`config.mk`:
```
export PLATFORM = sky130hd
export DESIGN_NAME = counter_top_8bit_flat
export DESIGN_NICKNAME = d
export VERILOG_FILES = /design/src/rtl/counter_top_8bit_if.sv /design/src/rtl/counter_top_8bit.sv /design/src/flat_wrapper.sv
export SDC_FILE = /design/constraint.sdc
export NUM_CORES = 1
export LEC_CHECK = 0
export BUFFER_PORTS_ARGS = -buffer_cell sky130_fd_sc_hd__buf_4
export CORE_AREA = 5 5 42 44
export CTS_BUF_LIST = sky130_fd_sc_hd__clkbuf_16
export DETAILED_ROUTE_END_ITERATION = 6
export DIE_AREA = 0 0 47 49
export HOLD_SLACK_MARGIN = 0.12
export SLEW_MARGIN = 20
export SYNTH_ARGS = -nofsm -noshare
export SYNTH_HDL_FRONTEND = slang
export SYNTH_SLANG_ARGS = --single-unit
```
`constraint.sdc`:
```
create_clock -name clk -period 3.3 [get_ports clk]
set_clock_uncertainty 0.2 [all_clocks]
set_input_delay 0.165 -clock clk [delete_from_list [all_inputs] [get_ports clk]]
set_output_delay 0.165 -clock clk [all_outputs]
set_load 0.01 [all_outputs]
```
`src/rtl/counter_top_8bit_if.sv`:
```
// Counter bus interface: count enable in, count and carry out.
// Optional feature macro: COUNTER_TOP_SCLR_EN adds the synchronous clear signal sclr.
interface counter_top_8bit_if #(
  parameter int WIDTH = 8
);
  logic             cin;
  logic [WIDTH-1:0] q;
  logic             cout;
`ifdef COUNTER_TOP_SCLR_EN
  logic             sclr;

  modport master (output cin, output sclr, input q, input cout);
  modport slave  (input cin, input sclr, output q, output cout);
`else
  modport master (output cin, input q, input cout);
  modport slave  (input cin, output q, output cout);
`endif
endinterface

```
`src/rtl/counter_top_8bit.sv`:
```
// Enable-gated up-counter built as a ripple-enable cascade of SEG_WIDTH segments.
// Each segment advances only when cin is high and every lower segment is all ones,
// which gives the same result as a flat WIDTH-bit increment.
// Optional feature macro: COUNTER_TOP_SCLR_EN adds synchronous clear sclr (priority over cin).
module counter_top_8bit #(
  parameter int WIDTH     = 8,
  parameter int SEG_WIDTH = 4
) (
  input  logic               clk,
  input  logic               rst,
  counter_top_8bit_if.slave  io_cnt
);

  localparam int NSEG = WIDTH / SEG_WIDTH;
  localparam logic [SEG_WIDTH-1:0] SEG_ONE = {{(SEG_WIDTH-1){1'b0}}, 1'b1};

  logic [WIDTH-1:0] r_q;
  logic [WIDTH-1:0] w_q_next;
  logic [NSEG-1:0]  w_seg_en;
  logic             w_clr;

`ifdef COUNTER_TOP_SCLR_EN
  assign w_clr = io_cnt.sclr;
`else
  assign w_clr = 1'b0;
`endif

  // Ripple the enable up through the segments and build the incremented value.
  always_comb begin
    logic w_en;
    w_q_next = r_q;
    w_seg_en = '0;
    w_en     = io_cnt.cin;
    for (int k = 0; k < NSEG; k++) begin
      w_seg_en[k] = w_en;
      if (w_en) begin
        w_q_next[k*SEG_WIDTH +: SEG_WIDTH] = r_q[k*SEG_WIDTH +: SEG_WIDTH] + SEG_ONE;
      end
      w_en = w_en & (&r_q[k*SEG_WIDTH +: SEG_WIDTH]);
    end
  end

  // Count register: async reset, then clear, then enabled segment updates.
  always_ff @(posedge clk or posedge rst) begin
    if (rst) begin
      r_q <= '0;
    end else if (w_clr) begin
      r_q <= '0;
    end else if (w_seg_en[0]) begin
      r_q <= w_q_next;
    end
  end

  assign io_cnt.q    = r_q;
  // Carry out is combinational so a following stage sees it in the same cycle as cin.
  assign io_cnt.cout = io_cnt.cin & ~w_clr & (&r_q);

endmodule

```
`src/flat_wrapper.sv`:
```
// flat-port wrapper written by rule: the top's interface ports become plain ports
module counter_top_8bit_flat 
#(
  parameter int WIDTH     = 8,
  parameter int SEG_WIDTH = 4
)
  (clk, rst, io_cnt_cin, io_cnt_q, io_cnt_cout);
  counter_top_8bit_if #(.WIDTH(WIDTH)) io_cnt_i ();
  input  logic clk;
  input  logic rst;
  input wire logic [$bits(io_cnt_i.cin)-1:0] io_cnt_cin;
  output wire logic [$bits(io_cnt_i.q)-1:0] io_cnt_q;
  output wire logic [$bits(io_cnt_i.cout)-1:0] io_cnt_cout;
  assign io_cnt_i.cin = io_cnt_cin;
  assign io_cnt_q = io_cnt_i.q;
  assign io_cnt_cout = io_cnt_i.cout;
  counter_top_8bit #(.WIDTH(WIDTH), .SEG_WIDTH(SEG_WIDTH)) u_core (.clk(clk), .rst(rst), .io_cnt(io_cnt_i));
endmodule
```
==> results.ini, run 1 <==
[synth]
synth_ff_type = dfrtp_1
synthMostInstantiatedCell = dfrtp_1
synthTopCellsByCount = 8 x dfrtp_1, 5 x nand2_1, 5 x xnor2_1
synth_cells = 29
yosysWarnings = 0
synth_nets = 34
synth_area_leaders = dfrtp_1 56%, xnor2_1 12%, ha_1 7.0%, nand2_1 5.3%, nand4_1 3.5%
synth_seq_area_share_pct = 56.1
ys_seq_elements = 8
synth.top_cell.area_share_pct = 56.1
synth_largest_area_cell = dfrtp_1
syn_area_per_cell_um2 = 12.3
syn-cell-area_um2 = 357
synth-edff-count = 0
ys_async_sr_fraction_pct = 100
synth.distinct_cells = 12

[power_and_ir_drop]
p_total_mw = 0.549
vdd_ir_drop_max_v = 0.000300
pwr-share-comb_pct = 28.7
pwr-share-clk_pct = 36.8
pwr_density_cell_nw_per_um2 = 991
switching_power_mw = 0.162
p_leak_nw = 0.267
p_int_mw = 0.387
p_seq_share_pct = 34.5
switching_share_pct = 29.6

[timing]
rsz0062_at_grt = no
fin_crit_ns = 1.68
finalMaxSlewViolations = 0
finalCritPeriodShare_pct = 51.0
hold_viol = 0
setup_viol = 0
tightest_slew_ns = 0.309
fmax_mhz = 594
fin_setup_tns_ns = 0
slew_headroom_pct = 79.4

[die]
num_rows = 14
fp.dieH_um = 49
start_util_pct = 25.4
coreArea_um2 = 1400
pin_count = 12
die_w_um = 47
die_area_um2 = 2300

[worst_setup_path]
cp_data_required_time_ns = 2.93
cpMaxStageDelayCell = dfrtp_1
cp_max_fo = 4
end_kind = primary output
path_cells = ha_1, nand4_1, nor2_1, buf_4
path_class = reg2out
cp-start-kind = flip-flop
cp_data_arrival_time_ns = 1.32
max_stage_delay_ns = 0.40

[route]
vias = 263
drt_iter0_drc = 0
drtAntennaViolNets = 0
wl_per_cell_um = 11.6
firstDrtPassIters = 1
drt-vias-per-instance = 4.31
drc = 0
wl_um = 708

[layout]
regArea_um2 = 200
largest_reg_flops = 8
nNetsFinal = 52
drive_above_1_share_pct = 37.8
multi_input_area_um2 = 153
instances_no_fill = 61
design_area_um2 = 554
fill_cells = 140
syn_to_final_growth_pct = 55.4
n_antenna_cell = 0

[cts]
post_cts_resized = 0
clockBufferDepth = 2
cts_tree = built
htreeDepth = 1
root_buffer = clkbuf_16
clk_pin_slew_ns = 0.04
insertion_delay_ns = 0.23
cts_buffers = 3
clock-sinks = 8

[run_status]
status = finished clean

[grt]
grt_pass1_vias = 314
grt_pass1_wl_um = 1300
grt_use_total_pct = 8.21
grt_max_degree = 9
antenna_found_initial = 0
grt_overflow = 0

[job]
drv_cap = 0

[placement]
port_buffers = 11
dpl_cell_area_um2 = 459
dp_cells = 56
gp_congestion = 0.699

[hold_path]
hold_path.class = in2async

-- cells in the final DEF (no fill, tap or decap) --
master / count
and4_4: 1
buf_4: 11
clkbuf_16: 3
dfrtp_1: 8
dlygate4sd3_1: 2
ha_1: 2
inv_1: 1
mux2_2: 1
nand2_1: 5
nand3_1: 1
nand4_1: 2
nand4_2: 1
nor2_1: 1
xnor2_1: 5
xor2_1: 1
-- cells by family after synthesis --
| family | Yosys count | share of synthesized area (%) |
|---|---|---|
| simple gates | 11 | 17.9 |
| mux | 1 | 3.16 |
| flops | 8 | 56.1 |
| buf+inv | 1 | 1.05 |
| fa+ha+maj | 2 | 7.02 |
| xor+xnor | 6 | 14.7 |
-- routing by layer --
metal / vias to the layer above / track usage (%) / share of wire [%]
met1: 122 / 9.38 / 46
li1: 132 / - / -
met2: 9 / 11.3 / 46
met5: - / 0 / 0
met3: 0 / 3.32 / 8.1
met4: 0 / 6.91 / 0
-- power groups by stage --
stage,clock [mW],sequential [mW],combinational (mW)
finish,0.202,0.189,0.158
global route,0.216,0.198,0.176
CTS,0.208,0.191,0.162
detailed placement,0,0.191,0.159
global placement,0,0.190,0.157
floorplan,0,0.201,0.0649
-- final timing paths --
kind                       slack (ns)  cells after the start                  to          startpoint
min                              0.25                      3  u_core.io_cnt.q[3]                 rst
max                              1.62                      4         io_cnt_cout  u_core.io_cnt.q[0]
min reg2reg                      0.30                      1  u_core.io_cnt.q[7]  u_core.io_cnt.q[7]
max in group asynchronous        2.42                      3  u_core.io_cnt.q[4]                 rst
max reg2reg                      1.88                      4  u_core.io_cnt.q[7]  u_core.io_cnt.q[0]
min in group clk                 0.30                      1  u_core.io_cnt.q[7]  u_core.io_cnt.q[7]
-- worst max-delay path, delay by kind of cell (launching register included) --
kind / cells / cell delay (ns)
and+or+nand+nor: 2 / 0.35
buffers and inverters: 1 / 0.13
DFF: 1 / 0.40
adders and majority gates: 1 / 0.22
-- metrics by stage --
| stage | hold slack [ns] | setup slack [ns] | util, % |
|---|---|---|---|
| 6_report | 0.246 | 1.62 | 39.6 |
| 5_1_grt | 0.294 | 1.50 | 39.6 |
| 4_1_cts | 0.257 | 1.60 | 39.6 |
| 3_5_place_dp | -0.0513 | 1.86 | 32.8 |
| 3_3_place_gp | -0.0611 | 1.88 | 32.8 |
| 2_1_floorplan | -0.219 | 1.89 | - |
-- cell type report --
class	count	area share (%)
tap	16	3.61
multi-input combinational	20	27.5
inverter	1	0.677
sequential	8	36.1
timing repair buffer	13	18.5
clock buffer	3	13.5
-- repair_timing --
| action | CTS | global route |
|---|---|---|
| setup buffers | 0 | 0 |
| setup endpoints to repair | 0 | 0 |
| endpoints found under the hold margin | 12 | 0 |
| hold buffers | 2 | 0 |
(Power assumes the default switching activity.)
==> run 2, diff against run 1 <==
--- a/config.mk
+++ b/config.mk
@@ -5,6 +5,7 @@
 export SDC_FILE = /design/constraint.sdc
 export NUM_CORES = 1
 export LEC_CHECK = 0
+export ABC_AREA = 1
 export BUFFER_PORTS_ARGS = -buffer_cell sky130_fd_sc_hd__buf_4
 export CORE_AREA = 5 5 42 44
 export CTS_BUF_LIST = sky130_fd_sc_hd__clkbuf_16
==> constraint.sdc (replaced) <==
create_clock -name clk -period 1.5 [get_ports clk]
set_clock_uncertainty 0.2 [all_clocks]
set_input_delay 0.075 -clock clk [delete_from_list [all_inputs] [get_ports clk]]
set_output_delay 0.075 -clock clk [all_outputs]
set_load 0.01 [all_outputs]
==> results.ini, run 2 <==
[run_status]
status = finished with violations  ; was finished clean
violations = negative hold slack, negative setup slack

[die]
die_w_um = 47  ; unchanged
coreArea_um2 = 1400  ; unchanged
pin_count = 12  ; unchanged
num_rows = 14  ; unchanged
fp.dieH_um = 49  ; unchanged
die_area_um2 = 2300  ; unchanged
start_util_pct = 28.8  ; was 25.4%

[worst_setup_path]
cp-start-kind = flip-flop  ; unchanged
cp_data_arrival_time_ns = 1.24  ; was 1.32 ns
reg2reg_depth = 5  ; was 4
r2r-start = u_core.io_cnt.q[0]  ; unchanged
cp_max_fo = 2  ; was 4
r2r-end = u_core.io_cnt.q[4]  ; was u_core.io_cnt.q[7]
r2r_slack_ns = 0.21  ; was 1.88 ns
end_kind = primary output  ; unchanged
path_class = reg2out  ; unchanged
cp_data_required_time_ns = 1.22  ; was 2.93 ns

[timing]
hold_viol = 2  ; was 0
rsz0062_at_grt = yes  ; was no
whs_ns = -0.126  ; was 0.246 ns
fmax_mhz = 660
slew_headroom_pct = 79.1  ; was 79.4%
tightest_slew_ns = 0.313  ; was 0.309 ns
setup_viol = 1  ; was 0
fin_crit_ns = 1.52
finalMaxSlewViolations = 0  ; unchanged
final.setup.worst_slack_ns = -0.0157  ; was 1.62 ns
finalCritPeriodShare_pct = 101

[hold_path]
worst_hold_path.num_cells = 2
hold_end = u_core.io_cnt.q[0]
hold_path.class = in2reg  ; was in2async
hp-start = io_cnt_cin

[route]
vias = 325  ; was 263
drtAntennaViolNets = 0  ; unchanged
wl_um = 803  ; was 708 um
drt_iter0_drc = 2  ; was 0
firstDrtPassIters = 2  ; was 1
drt-vias-per-instance = 4.28  ; was 4.31
drc = 0  ; unchanged
wl_per_cell_um = 10.6  ; was 11.6 um

[layout]
drive_above_1_share_pct = 43.3  ; was 37.8%
nNetsFinal = 67  ; was 52
fill_cells = 145  ; was 140
syn_to_final_growth_pct = 58.2  ; was 55.4%
mostFrequentLayoutCells = 17 x buf_4, 10 x nand2_1, 8 x dfrtp_1  ; was 11 x buf_4, 8 x dfrtp_1, 5 x nand2_1, 5 x xnor2_1, 3 x clkbuf_16
design_area_um2 = 639  ; was 554 um2
largest_reg_flops = 8  ; unchanged
final_common_cell = buf_4  ; unchanged
n_antenna_cell = 0  ; unchanged

[grt]
antenna_found_initial = 0  ; unchanged
grt_pass1_vias = 329  ; was 314
grt_max_degree = 9  ; unchanged
grt_overflow = 0  ; unchanged
grt_pass1_wl_um = 1360  ; was 1300 um
grt_use_total_pct = 8.38  ; was 8.21%

[synth]
synth_seq_area_share_pct = 49.5  ; was 56.1%
synthMostInstantiatedCell = nand2_1  ; was dfrtp_1
synthTopCellsByCount = 10 x nand2_1, 8 x dfrtp_1, 3 x inv_1, 3 x xor2_1  ; was 8 x dfrtp_1, 5 x nand2_1, 5 x xnor2_1
synth-edff-count = 0  ; unchanged
yosysWarnings = 0  ; unchanged
synth_ff_type = dfrtp_1  ; unchanged
synth.distinct_cells = 15  ; was 12
syn-cell-area_um2 = 404  ; was 357 um2
synth.top_cell.area_share_pct = 49.5  ; was 56.1%
synth_nets = 44  ; was 34
ys_seq_elements = 8  ; unchanged
synth_cells = 39  ; was 29
ys_async_sr_fraction_pct = 100  ; unchanged
synth_largest_area_cell = dfrtp_1  ; unchanged
syn_area_per_cell_um2 = 10.4  ; was 12.3 um2
synth_area_leaders = dfrtp_1 50%, nand2_1 9.3%, xor2_1 6.5%, ha_1 6.2%, nor2_8 5.0%  ; was dfrtp_1 56%, xnor2_1 12%, ha_1 7.0%, nand2_1 5.3%, nand4_1 3.5%

[power_and_ir_drop]
p_leak_nw = 0.341  ; was 0.267 nW
vdd_ir_drop_max_v = 0.00105  ; was 0.000300 V
pwr_density_cell_nw_per_um2 = 2110  ; was 991 nW/um2

[cts]
cts_tree = built  ; unchanged
cts_hold_buf = 1  ; was 2
clockBufferDepth = 2  ; unchanged
cts_buffers = 3  ; unchanged
insertion_delay_ns = 0.23  ; about the same
htreeDepth = 1  ; unchanged
clock-sinks = 8  ; unchanged
clk_pin_slew_ns = 0.04  ; about the same
root_buffer = clkbuf_16  ; unchanged

[placement]
gp_congestion = 0.648  ; was 0.699
dp_slack_ns = 0.138  ; was 1.86 ns
port_buffers = 11  ; unchanged
dpl_cell_area_um2 = 514  ; was 459 um2
hpwl_um = 565

[job]
drv_cap = 0  ; unchanged

## run 2: worst max path at each step
stage          cells after the start     endpoint               start
2_1_floorplan                      5  io_cnt_cout  u_core.io_cnt.q[0]
3_3_place_gp                       6  io_cnt_cout  u_core.io_cnt.q[1]
3_5_place_dp                       6  io_cnt_cout  u_core.io_cnt.q[1]
4_1_cts                            6  io_cnt_cout  u_core.io_cnt.q[0]
5_1_grt                            6  io_cnt_cout  u_core.io_cnt.q[1]
6_report                           6  io_cnt_cout  u_core.io_cnt.q[1]
## run 2: cell families (layout without fill, tap and decap cells)
| kind of cell | after synthesis | after routing | share of synthesized area (%) |
|---|---|---|---|
| multiplexers | 1 | 1 | 2.79 |
| adder cells (fa/ha/maj) | 2 | 2 | 6.19 |
| AO/OA/AOI/OAI | 2 | 2 | 2.48 |
| buffers and inverters | 3 | 24 | 2.79 |
| flip-flops | 8 | 8 | 49.5 |
| XOR/XNOR | 4 | 4 | 8.67 |
| AND/OR/NAND/NOR | 19 | 19 | 27.6 |
## run 2: metrics by stage
stage	utilization [%]	power, mW	TNS [ns]	hold slack [ns]	std cells
5_1_grt	45.6	1.44	-0.0818	-0.117	76
4_1_cts	44.6	1.32	-0.0357	-0.126	74
6_report	45.6	1.35	-0.0157	-0.126	76
2_1_floorplan	-	0.629	0	-0.309	39
3_5_place_dp	36.7	0.830	0	-0.144	67
3_3_place_gp	36.7	0.828	0	-0.153	67
## run 2: where the power goes
| group | internal (mW) | switching, mW |
|---|---|---|
| sequential | 0.304 | 0.0955 |
| combinational | 0.282 | 0.228 |
| clock | 0.343 | 0.0963 |
## run 2: timing repair
| item | CTS | global route |
|---|---|---|
| gates cloned | 0 | 0 |
| gates resized for setup | 1 | 0 |
| pin swaps | 3 | 1 |
| hold endpoints to repair | 13 | 4 |
| setup buffers | 3 | 2 |
| setup endpoints to repair | 1 | 1 |
## run 2: layer usage
layer,track usage [%],up-vias,routed length (um)
met5,0,-,0
met2,12.2,9,344
met3,3.69,2,52
met4,5.53,0,13
li1,-,167,-
met1,9.48,147,392
## run 2: worst max-delay path, stage by stage, from the launching register on
cell	delay, ns
dfrtp_1	0.35
ha_2	0.20
nand2_4	0.07
nor2_8	0.11
nand2_2	0.06
nor3_2	0.10
buf_4	0.14
## run 2: final cells by class
| cell class | instances | area [um2] | share of cell area [%] |
|---|---|---|---|
| clock buffer | 3 | 75.1 | 11.7 |
| inverter | 3 | 11.3 | 1.76 |
| sequential | 8 | 200 | 31.3 |
| multi-input combinational | 28 | 195 | 30.5 |
| tap | 16 | 20.0 | 3.13 |
| timing repair buffer | 18 | 138 | 21.5 |
